--- src/rtl/header_capture_unit_pkg.sv ---
// rtl/header_capture_unit_pkg.sv - shared constants, FSM state type and helpers for header capture
// Package hdr_capture_pkg: TPID values, header length constants, FSM states.
// Config macro: HDR_CAPTURE_QINQ_EN selects a 22-byte header slot (QinQ) instead of 18.
package hdr_capture_pkg;

  localparam logic [15:0] TPID_VLAN = 16'h8100;
  localparam logic [15:0] TPID_QINQ = 16'h88A8;

  localparam int ETH_BASE_HDR_BYTES = 14;
  localparam int VLAN_HDR_BYTES     = 18;
  localparam int QINQ_HDR_BYTES     = 22;

`ifdef HDR_CAPTURE_QINQ_EN
  localparam int MAX_HDR_BYTES = QINQ_HDR_BYTES;
`else
  localparam int MAX_HDR_BYTES = VLAN_HDR_BYTES;
`endif

  typedef enum logic [1:0] {
    IDLE    = 2'd0,
    CAPTURE = 2'd1,
    SKIP    = 2'd2
  } hdr_state_e;

  // Network byte order: byte idx is the most significant half.
  function automatic logic [15:0] hdr_be16(input logic [MAX_HDR_BYTES*8-1:0] b, input int idx);
    return {b[8*idx +: 8], b[8*idx+8 +: 8]};
  endfunction

endpackage

--- src/rtl/header_capture_unit_if.sv ---
// rtl/header_capture_unit_if.sv - stream input and header output bundle for header_capture_unit
// Signals: beat_accept/axis_tdata/axis_tkeep/axis_tlast (stream in),
//          hdr_bytes/hdr_len/hdr_vlan_tags/hdr_short/hdr_valid/hdr_ready (header out), drop_cnt.
// Modports: slave = capture unit view, master = source/sink view.
// Config macro: HDR_CAPTURE_QINQ_EN (via MAX_HDR_BYTES width of hdr_bytes).
interface header_capture_unit_if import hdr_capture_pkg::*; #(
  parameter int DATA_WIDTH = 64
) ();

  logic                         beat_accept;
  logic [DATA_WIDTH-1:0]        axis_tdata;
  logic [DATA_WIDTH/8-1:0]      axis_tkeep;
  logic                         axis_tlast;

  logic [MAX_HDR_BYTES*8-1:0]   hdr_bytes;
  logic [4:0]                   hdr_len;
  logic [1:0]                   hdr_vlan_tags;
  logic                         hdr_short;
  logic                         hdr_valid;
  logic                         hdr_ready;
  logic [15:0]                  drop_cnt;

  modport slave (
    input  beat_accept, axis_tdata, axis_tkeep, axis_tlast, hdr_ready,
    output hdr_bytes, hdr_len, hdr_vlan_tags, hdr_short, hdr_valid, drop_cnt
  );

  modport master (
    output beat_accept, axis_tdata, axis_tkeep, axis_tlast, hdr_ready,
    input  hdr_bytes, hdr_len, hdr_vlan_tags, hdr_short, hdr_valid, drop_cnt
  );

endinterface

--- src/rtl/header_capture_unit_len_resolver.sv ---
// rtl/header_capture_unit_len_resolver.sv - combinational header target length and VLAN tag resolver
// Module hdr_len_resolver.
// Ports: buf_bytes (packed header bytes, byte 0 at [7:0]), byte_cnt (bytes held),
//        target_len (bytes the header needs), vlan_tags (tags detected so far).
// Config macro: HDR_CAPTURE_QINQ_EN adds 0x88A8 outer TPID and a second 0x8100 tag.
module hdr_len_resolver import hdr_capture_pkg::*; (
  input  logic [MAX_HDR_BYTES*8-1:0] buf_bytes,
  input  logic [4:0]                 byte_cnt,
  output logic [4:0]                 target_len,
  output logic [1:0]                 vlan_tags
);

  // Only bytes 12..17 influence the result; fold the rest so the full buffer is consumed.
  logic unused_buf;
  assign unused_buf = ^buf_bytes;

  always_comb begin
    target_len = 5'(ETH_BASE_HDR_BYTES);
    vlan_tags  = 2'd0;
    if (byte_cnt >= 5'(ETH_BASE_HDR_BYTES)) begin
      if (hdr_be16(buf_bytes, 12) == TPID_VLAN) begin
        target_len = 5'(VLAN_HDR_BYTES);
        vlan_tags  = 2'd1;
      end
`ifdef HDR_CAPTURE_QINQ_EN
      else if (hdr_be16(buf_bytes, 12) == TPID_QINQ) begin
        target_len = 5'(VLAN_HDR_BYTES);
        vlan_tags  = 2'd1;
      end
`endif
    end
`ifdef HDR_CAPTURE_QINQ_EN
    // Inner tag follows either outer TPID.
    if (target_len == 5'(VLAN_HDR_BYTES) && byte_cnt >= 5'(VLAN_HDR_BYTES) &&
        hdr_be16(buf_bytes, 16) == TPID_VLAN) begin
      target_len = 5'(QINQ_HDR_BYTES);
      vlan_tags  = 2'd2;
    end
`endif
  end

endmodule

--- src/rtl/header_capture_unit.sv ---
// rtl/header_capture_unit.sv - captures the Ethernet/VLAN header from the start of each stream frame
// Ports: clk, rst_n (async active-low), bus (header_capture_unit_if.slave):
//   stream in  : beat_accept, axis_tdata, axis_tkeep, axis_tlast
//   header out : hdr_bytes, hdr_len, hdr_vlan_tags, hdr_short, hdr_valid/hdr_ready, drop_cnt
// Config macro: HDR_CAPTURE_QINQ_EN (QinQ recognition, 22-byte header slot).
module header_capture_unit import hdr_capture_pkg::*; #(
  parameter int DATA_WIDTH = 64
) (
  input  logic                   clk,
  input  logic                   rst_n,
  header_capture_unit_if.slave   bus
);

  localparam int LANES = DATA_WIDTH / 8;
  localparam int HB    = MAX_HDR_BYTES * 8;

  hdr_state_e      state;
  logic [HB-1:0]   wbuf;
  logic [4:0]      wcnt;

  logic [HB-1:0]   pack_buf;
  logic [4:0]      pack_cnt;
  logic [HB-1:0]   cap_buf;
  logic [4:0]      cap_cnt;
  logic [4:0]      target_len;
  logic [1:0]      vlan_tags;
  logic            reached;
  logic            hdr_done;

  logic [HB-1:0]   hdr_bytes_q;
  logic [4:0]      hdr_len_q;
  logic [1:0]      hdr_tags_q;
  logic            hdr_short_q;
  logic            hdr_valid_q;
  logic [15:0]     drop_cnt_q;

  // Pack kept lanes after the bytes already held; a new frame starts from an empty buffer.
  always_comb begin
    int idx;
    pack_buf = (state == CAPTURE) ? wbuf : '0;
    idx      = (state == CAPTURE) ? int'(wcnt) : 0;
    for (int i = 0; i < LANES; i++) begin
      if (bus.axis_tkeep[i] && idx < MAX_HDR_BYTES) begin
        pack_buf[8*idx +: 8] = bus.axis_tdata[8*i +: 8];
        idx = idx + 1;
      end
    end
    pack_cnt = 5'(idx);
  end

  // Resolving on the whole packed beat lets one wide beat settle the final length.
  hdr_len_resolver u_resolver (
    .buf_bytes  (pack_buf),
    .byte_cnt   (pack_cnt),
    .target_len (target_len),
    .vlan_tags  (vlan_tags)
  );

  // Trim to the target so bytes past the header never reach the slot.
  always_comb begin
    reached = (pack_cnt >= target_len);
    cap_cnt = reached ? target_len : pack_cnt;
    cap_buf = pack_buf;
    for (int j = 0; j < MAX_HDR_BYTES; j++) begin
      if (5'(j) >= cap_cnt) cap_buf[8*j +: 8] = 8'h00;
    end
  end

  assign hdr_done = bus.beat_accept && (state != SKIP) && (reached || bus.axis_tlast);

  always_ff @(posedge clk or negedge rst_n) begin
    if (!rst_n) begin
      state <= IDLE;
      wbuf  <= '0;
      wcnt  <= '0;
    end else begin
      case (state)
        IDLE, CAPTURE: begin
          if (bus.beat_accept) begin
            wbuf <= cap_buf;
            wcnt <= cap_cnt;
            if (reached && !bus.axis_tlast) state <= SKIP;
            else if (bus.axis_tlast)        state <= IDLE;
            else                            state <= CAPTURE;
          end
        end
        SKIP: begin
          if (bus.beat_accept && bus.axis_tlast) state <= IDLE;
        end
        default: state <= IDLE;
      endcase
    end
  end

  // Output slot: a completion is taken if the slot is empty or drained this same edge.
  always_ff @(posedge clk or negedge rst_n) begin
    if (!rst_n) begin
      hdr_bytes_q <= '0;
      hdr_len_q   <= '0;
      hdr_tags_q  <= '0;
      hdr_short_q <= 1'b0;
      hdr_valid_q <= 1'b0;
      drop_cnt_q  <= '0;
    end else begin
      if (hdr_valid_q && bus.hdr_ready) hdr_valid_q <= 1'b0;
      if (hdr_done) begin
        if (!hdr_valid_q || bus.hdr_ready) begin
          hdr_bytes_q <= cap_buf;
          hdr_len_q   <= cap_cnt;
          hdr_tags_q  <= vlan_tags;
          hdr_short_q <= !reached;
          hdr_valid_q <= 1'b1;
        end else if (drop_cnt_q != 16'hFFFF) begin
          drop_cnt_q <= drop_cnt_q + 16'd1;
        end
      end
    end
  end

  assign bus.hdr_bytes     = hdr_bytes_q;
  assign bus.hdr_len       = hdr_len_q;
  assign bus.hdr_vlan_tags = hdr_tags_q;
  assign bus.hdr_short     = hdr_short_q;
  assign bus.hdr_valid     = hdr_valid_q;
  assign bus.drop_cnt      = drop_cnt_q;

endmodule
--- src/flat_wrapper.sv ---
// flat-port wrapper written by rule: the top's interface ports become plain ports
module header_capture_unit_flat import hdr_capture_pkg::*;
#(
  parameter int DATA_WIDTH = 64
)
  (clk, rst_n, bus_beat_accept, bus_axis_tdata, bus_axis_tkeep, bus_axis_tlast, bus_hdr_ready, bus_hdr_bytes, bus_hdr_len, bus_hdr_vlan_tags, bus_hdr_short, bus_hdr_valid, bus_drop_cnt);
  header_capture_unit_if #(.DATA_WIDTH(DATA_WIDTH)) bus_i ();
  input  logic clk;
  input  logic rst_n;
  input wire logic [$bits(bus_i.beat_accept)-1:0] bus_beat_accept;
  input wire logic [$bits(bus_i.axis_tdata)-1:0] bus_axis_tdata;
  input wire logic [$bits(bus_i.axis_tkeep)-1:0] bus_axis_tkeep;
  input wire logic [$bits(bus_i.axis_tlast)-1:0] bus_axis_tlast;
  input wire logic [$bits(bus_i.hdr_ready)-1:0] bus_hdr_ready;
  output wire logic [$bits(bus_i.hdr_bytes)-1:0] bus_hdr_bytes;
  output wire logic [$bits(bus_i.hdr_len)-1:0] bus_hdr_len;
  output wire logic [$bits(bus_i.hdr_vlan_tags)-1:0] bus_hdr_vlan_tags;
  output wire logic [$bits(bus_i.hdr_short)-1:0] bus_hdr_short;
  output wire logic [$bits(bus_i.hdr_valid)-1:0] bus_hdr_valid;
  output wire logic [$bits(bus_i.drop_cnt)-1:0] bus_drop_cnt;
  assign bus_i.beat_accept = bus_beat_accept;
  assign bus_i.axis_tdata = bus_axis_tdata;
  assign bus_i.axis_tkeep = bus_axis_tkeep;
  assign bus_i.axis_tlast = bus_axis_tlast;
  assign bus_i.hdr_ready = bus_hdr_ready;
  assign bus_hdr_bytes = bus_i.hdr_bytes;
  assign bus_hdr_len = bus_i.hdr_len;
  assign bus_hdr_vlan_tags = bus_i.hdr_vlan_tags;
  assign bus_hdr_short = bus_i.hdr_short;
  assign bus_hdr_valid = bus_i.hdr_valid;
  assign bus_drop_cnt = bus_i.drop_cnt;
  header_capture_unit #(.DATA_WIDTH(DATA_WIDTH)) u_core (.clk(clk), .rst_n(rst_n), .bus(bus_i));
endmodule
--- config.mk ---
export PLATFORM = sky130hd
export DESIGN_NAME = header_capture_unit_flat
export DESIGN_NICKNAME = d
export VERILOG_FILES = /design/src/rtl/header_capture_unit_pkg.sv /design/src/rtl/header_capture_unit_if.sv /design/src/rtl/header_capture_unit_len_resolver.sv /design/src/rtl/header_capture_unit.sv /design/src/flat_wrapper.sv
export SDC_FILE = /design/constraint.sdc
export NUM_CORES = 2
export LEC_CHECK = 0
export CAP_MARGIN = 15
export CORE_MARGIN = 2
export CORE_UTILIZATION = 61
export CTS_CLUSTER_DIAMETER = 100
export DETAILED_ROUTE_END_ITERATION = 16
export GPL_TIMING_DRIVEN = 0
export PLACE_DENSITY = 0.85
export SYNTH_ARGS = -nofsm -noshare
export SYNTH_HDL_FRONTEND = slang
export SYNTH_SLANG_ARGS = --single-unit
--- constraint.sdc ---
create_clock -name clk -period 15.4 [get_ports clk]
set_clock_uncertainty 0.05 [all_clocks]
set_input_delay 1.54 -clock clk [delete_from_list [all_inputs] [get_ports clk]]
set_output_delay 1.54 -clock clk [all_outputs]
set_load 0.01 [all_outputs]
==> results.toml, run 1 <==
[global_routing]
grt_pass1_vias = 44152
grt_usage_pct = 77.9
overflow = 186
grt_pass1_wl_mm = 309
grt_max_degree = 123

[floorplan]
top_level_ports = 246
start_util_pct = 61.9
row_count = 83
fp.dieW_microns = 233
fp.dieH_microns = 233

[yosys]
ys_seq_area_share_pct = 25.0
synth_cell_types = 112
synth_ff_type = "dfrtp_1"
ys_ff_latch = 319
synth-edff-count = 0
synth_top_area_share_pct = 25.0
syn_area_sq_um = 31900
synthCells = 4618
syn_area_per_cell_sq_um = 6.90
async_flop_share_pct = 100
synth_top_area_cell = "dfrtp_1"
synth_warnings = 0
synth.area.top_cells = "dfrtp_1 (25%), nand2_1 (9.7%), o21ai_0 (7.8%)"

[clocking]
clockBufferDepth = 3
hold_buffers = 0
clock-sinks = 319
cts_buffers = 31
h-tree-depth = 1
clockRootBuffer = "clkbuf_16"

[placed_design]
dp_hpwl_mm = 152
io_buffers = 210
gp_congestion = 1.39

[outcome]
status = "aborted with a tool error"
haltStage = "global routing (5_1_grt)"
error = "[ERROR GRT-0116] Global routing finished with congestion. Check the congestion regions in the DRC Viewer."
-- routing by layer --
metal  GRT usage (%)  overflow
met3            64.9         2
met5            36.7         0
met2            92.1       110
met4            72.7        74
met1            79.7         0
-- metrics by stage --
step	setup slack [ps]	instances	hold WS (ps)	cell area, sq um	util [%]
after CTS	2.26	5586	434	36200	70.3
after floorplan	2890	4624	390	31900	-
after global placement	-1370	5514	410	34900	67.7
after detailed placement	-1790	5521	416	34900	67.8
-- Yosys cell counts (all sizes together) (18+ instances only) --
cell and n:
nand2 826, o21ai 539, nor2 449, a21oi 360, dfrtp 319, clkbuf 314, nand3 223, o31ai 154
a211oi 138, mux2i 110, nor3 106, a31oi 95, o211ai 95, buf 91, nand4 81, and3 70
a311oi 55, and2 43, inv 43, mux2 43, xnor2 39, nor4 33, a22o 32, ha 27
a32o 25, nand2b 22, a41oi 18, or3 18
-- cells by family after synthesis --
logic type / Yosys count / share of synthesized area (%)
compound gates: 1652 / 33.1
xor+xnor: 55 / 1.58
fa+ha+maj: 27 / 1.06
buf+inv: 461 / 6.49
flops: 319 / 25.0
mux: 153 / 4.99
other cells: 2 / 0.0236
simple gates: 1949 / 27.8
-- what timing repair did --
action	in CTS
endpoints found under the setup margin	319
pin swaps	4
gates resized for setup	29
setup buffers	8
==> run 2, diff against run 1 <==
CORE_UTILIZATION = 40   (was 61)
CTS_CLUSTER_DIAMETER = unset   (was 100)
PLACE_DENSITY = unset   (was 0.85)
PLACE_DENSITY_LB_ADDON = 0.15   (was unset)
==> run 2 against run 1 <==
The flow now finishes without violations; synthesized cell count unchanged; area after synthesis unchanged.
==> results.toml, run 2 <==
[worst_setup_path]
cpMaxStageDelayCell = "o31ai_1"
crit_arrival_ps = 15300
crit_path_start_kind = "flop"
crit_type = "flop to flop"
worst-path-buf-inv = 14
regToRegStartpoint = "u_core.state[0]"
worstPathRequired_ps = 15850
r2r_end = "u_core.bus.hdr_bytes[23]"
cp_max_fo = 37
cp_top_family = "compound AO/OA/AOI/OAI gates"
cp-end-kind = "flop"
path_common_cell = "ha_1"
reg2regPathDepth = 53
worst_path_largest_cell_delay_ps = 1150
worst-r2r-setup-slack_ps = 550

[timing]
relSlewSlack_pct = 4.07
worst_slew_pin_slew_ps = 1440
hold_violations = 0
fin_ws_ps = 550
timing.fmax_mhz = 67.3
min_period_ps = 14850
finalCritPeriodShare_pct = 96.4
drv_slew = 0
setup_violations = 0
grt_setup_unrepaired = "no"

[global_routing]
grt_max_degree = 124
grt_usage_pct = 52.1
antenna_found_initial = 20
grt_pass1_vias = 37067
overflow = 0
grt_pass1_wl_mm = 298

[yosys]
synth_warnings = 0
synth-edff-count = 0
synth_top_area_cell = "dfrtp_1"
ys_top_cells_by_count = "nand2_1 (826), o21ai_0 (495), nor2_1 (442), a21oi_1 (355), dfrtp_1 (319)"
yosysMostFrequentCell = "nand2_1"
synth_top_area_share_pct = 25.0
synth-xor-area-share_pct = 1.58
synthMuxAreaShare_pct = 4.99
synth_top_family_by_area = "compound AO/OA/AOI/OAI gates"
ys_ff_latch = 319
ys_seq_area_share_pct = 25.0
synth_ff_type = "dfrtp_1"
synthCells = 4618
synth_fa_ha_area_share_pct = 1.06
synth_cell_types = 112
synth-compound-area-share_pct = 33.1
async_flop_share_pct = 100
syn_area_sq_um = 31900
yosys.area_share.simple_pct = 27.8
synth.area.top_cells = "dfrtp_1 (25%), nand2_1 (9.7%), o21ai_0 (7.8%)"
syn_area_per_cell_sq_um = 6.90

[route]
wl_per_cell_microns = 37.2
drtAntennaViolNets = 0
via_count = 42007
drt-initial-drc-count = 7126
route.detailed.drc = 0
firstDrtPassIters = 8
wirelength_mm = 223
viasPerCell = 7.01

[floorplan]
die-area_sq_um = 82000
row_count = 103
fp.dieH_microns = 286
core-area_sq_um = 79000
start_util_pct = 40.3
top_level_ports = 246
fp.dieW_microns = 286

[outcome]
status = "finished clean"

[worst_hold_path]
hold_path_class = "flop to flop"
hold_path.startpoint = "u_core.wbuf[89]"
holdPathStages = 2
hold-path-endpoint = "u_core.wbuf[89]"

[placed_design]
io_buffers = 210
pre_cts_ws_ps = -2740
gp_congestion = 1.18
dp_hpwl_mm = 181
place_inst = 5903

[cells_and_area]
most-common-layout-cells = "nand2_1 (820), o21ai_0 (489), nor2_1 (435), a21oi_1 (355), dfrtp_1 (317)"
final_common_cell = "nand2_1"
drive_above_1_share_pct = 7.49
nets = 5010
instances_no_fill = 5989
area_growth_pct = 16.4

[clocking]
clockBufferDepth = 3
clock-sinks = 319
hold_buffers = 0
clock_latency_ps = 570
clockRootBuffer = "clkbuf_16"
clk_pin_slew_ps = 70
h-tree-depth = 2
cts_buffers = 34
cts_tree = "built"

[pwr]
ir_worst_vdd_v = 0.000589
p_per_area_nw_per_um2 = 275
leakage_nw = 13.3

[flow_run]
drv_cap = 0
run 2: stage by stage:
step	cell area, sq um	setup TNS (ps)	power, mW	hold WS (ps)	util [%]
after floorplan	31900	0	5.47	390	-
after global placement	35300	-987970	8.50	411	44.7
after detailed placement	35500	-731210	8.58	416	45.0
after CTS	36800	0	9.51	432	46.5
after global routing	37100	0	10.4	450	46.9
final	37100	0	10.2	432	47.0
run 2: cell type report:
cell class | count | area [sq um]
antenna | 10 | 25.0
clock buffer | 39 | 900
tap | 1050 | 1310
timing repair buffer | 252 | 2470
fill | 8316 | 41900
multi-input combinational | 3844 | 22100
sequential | 319 | 7990
buffer | 410 | 1910
inverter | 45 | 173
clock inverter | 20 | 255
run 2: cells by family (layout without fill, tap and decap cells):
family	Yosys count	in the layout
buffers and inverters	461	766
and+or+nand+nor	1949	1949
DFF	319	319
xor gates and xnor gates	55	55
adders and majority gates	27	27
AOI/OAI and AO/OA	1652	1652
other	2	18
muxes	153	153
run 2: routing by layer:
layer	share of wire (%)	wire, microns	global-route usage [%]
met1	37	81900	65.7
met2	39	87900	73.0
met3	14	31900	18.9
met4	9.4	20900	37.6
met5	0.071	158	0.872
run 2: repair_timing:
action | in CTS | in global routing
hold endpoints to repair | 0 | 0
gates resized for setup | 25 | 51
setup endpoints to repair | 319 | 319
gates cloned | 0 | 0
setup buffers | 4 | 11
pin swaps | 3 | 7
run 2: worst min-delay path, cell delays in order (launching register included):
cell	delay [ps]
dfrtp_1	340
nand2_1	50
o31ai_1	50
run 2: where the power goes:
| group | switching (mW) | internal, mW | leakage [nW] |
|---|---|---|---|
| Clock | 0.373 | 0.494 | 0.545 |
| Combinational | 6.19 | 1.90 | 8.36 |
| Sequential | 0.221 | 1.01 | 4.42 |
| Total | 6.78 | 3.41 | 13.3 |
run 2: worst max path at each step:
stage | startpoint | to | slack [ps] | depth (start not counted)
global placement | u_core.state[0] | u_core.wbuf[143] | -2610 | 55
detailed placement | u_core.state[0] | u_core.wbuf[15] | -2740 | 56
global route | u_core.state[0] | u_core.bus.hdr_bytes[140] | 120 | 58
finish | u_core.state[0] | u_core.bus.hdr_bytes[23] | 550 | 53
floorplan | u_core.state[1] | u_core.bus.hdr_bytes[40] | 2890 | 59
CTS | u_core.state[0] | u_core.wbuf[52] | 20 | 53
Power figures use the tool's default switching activity.
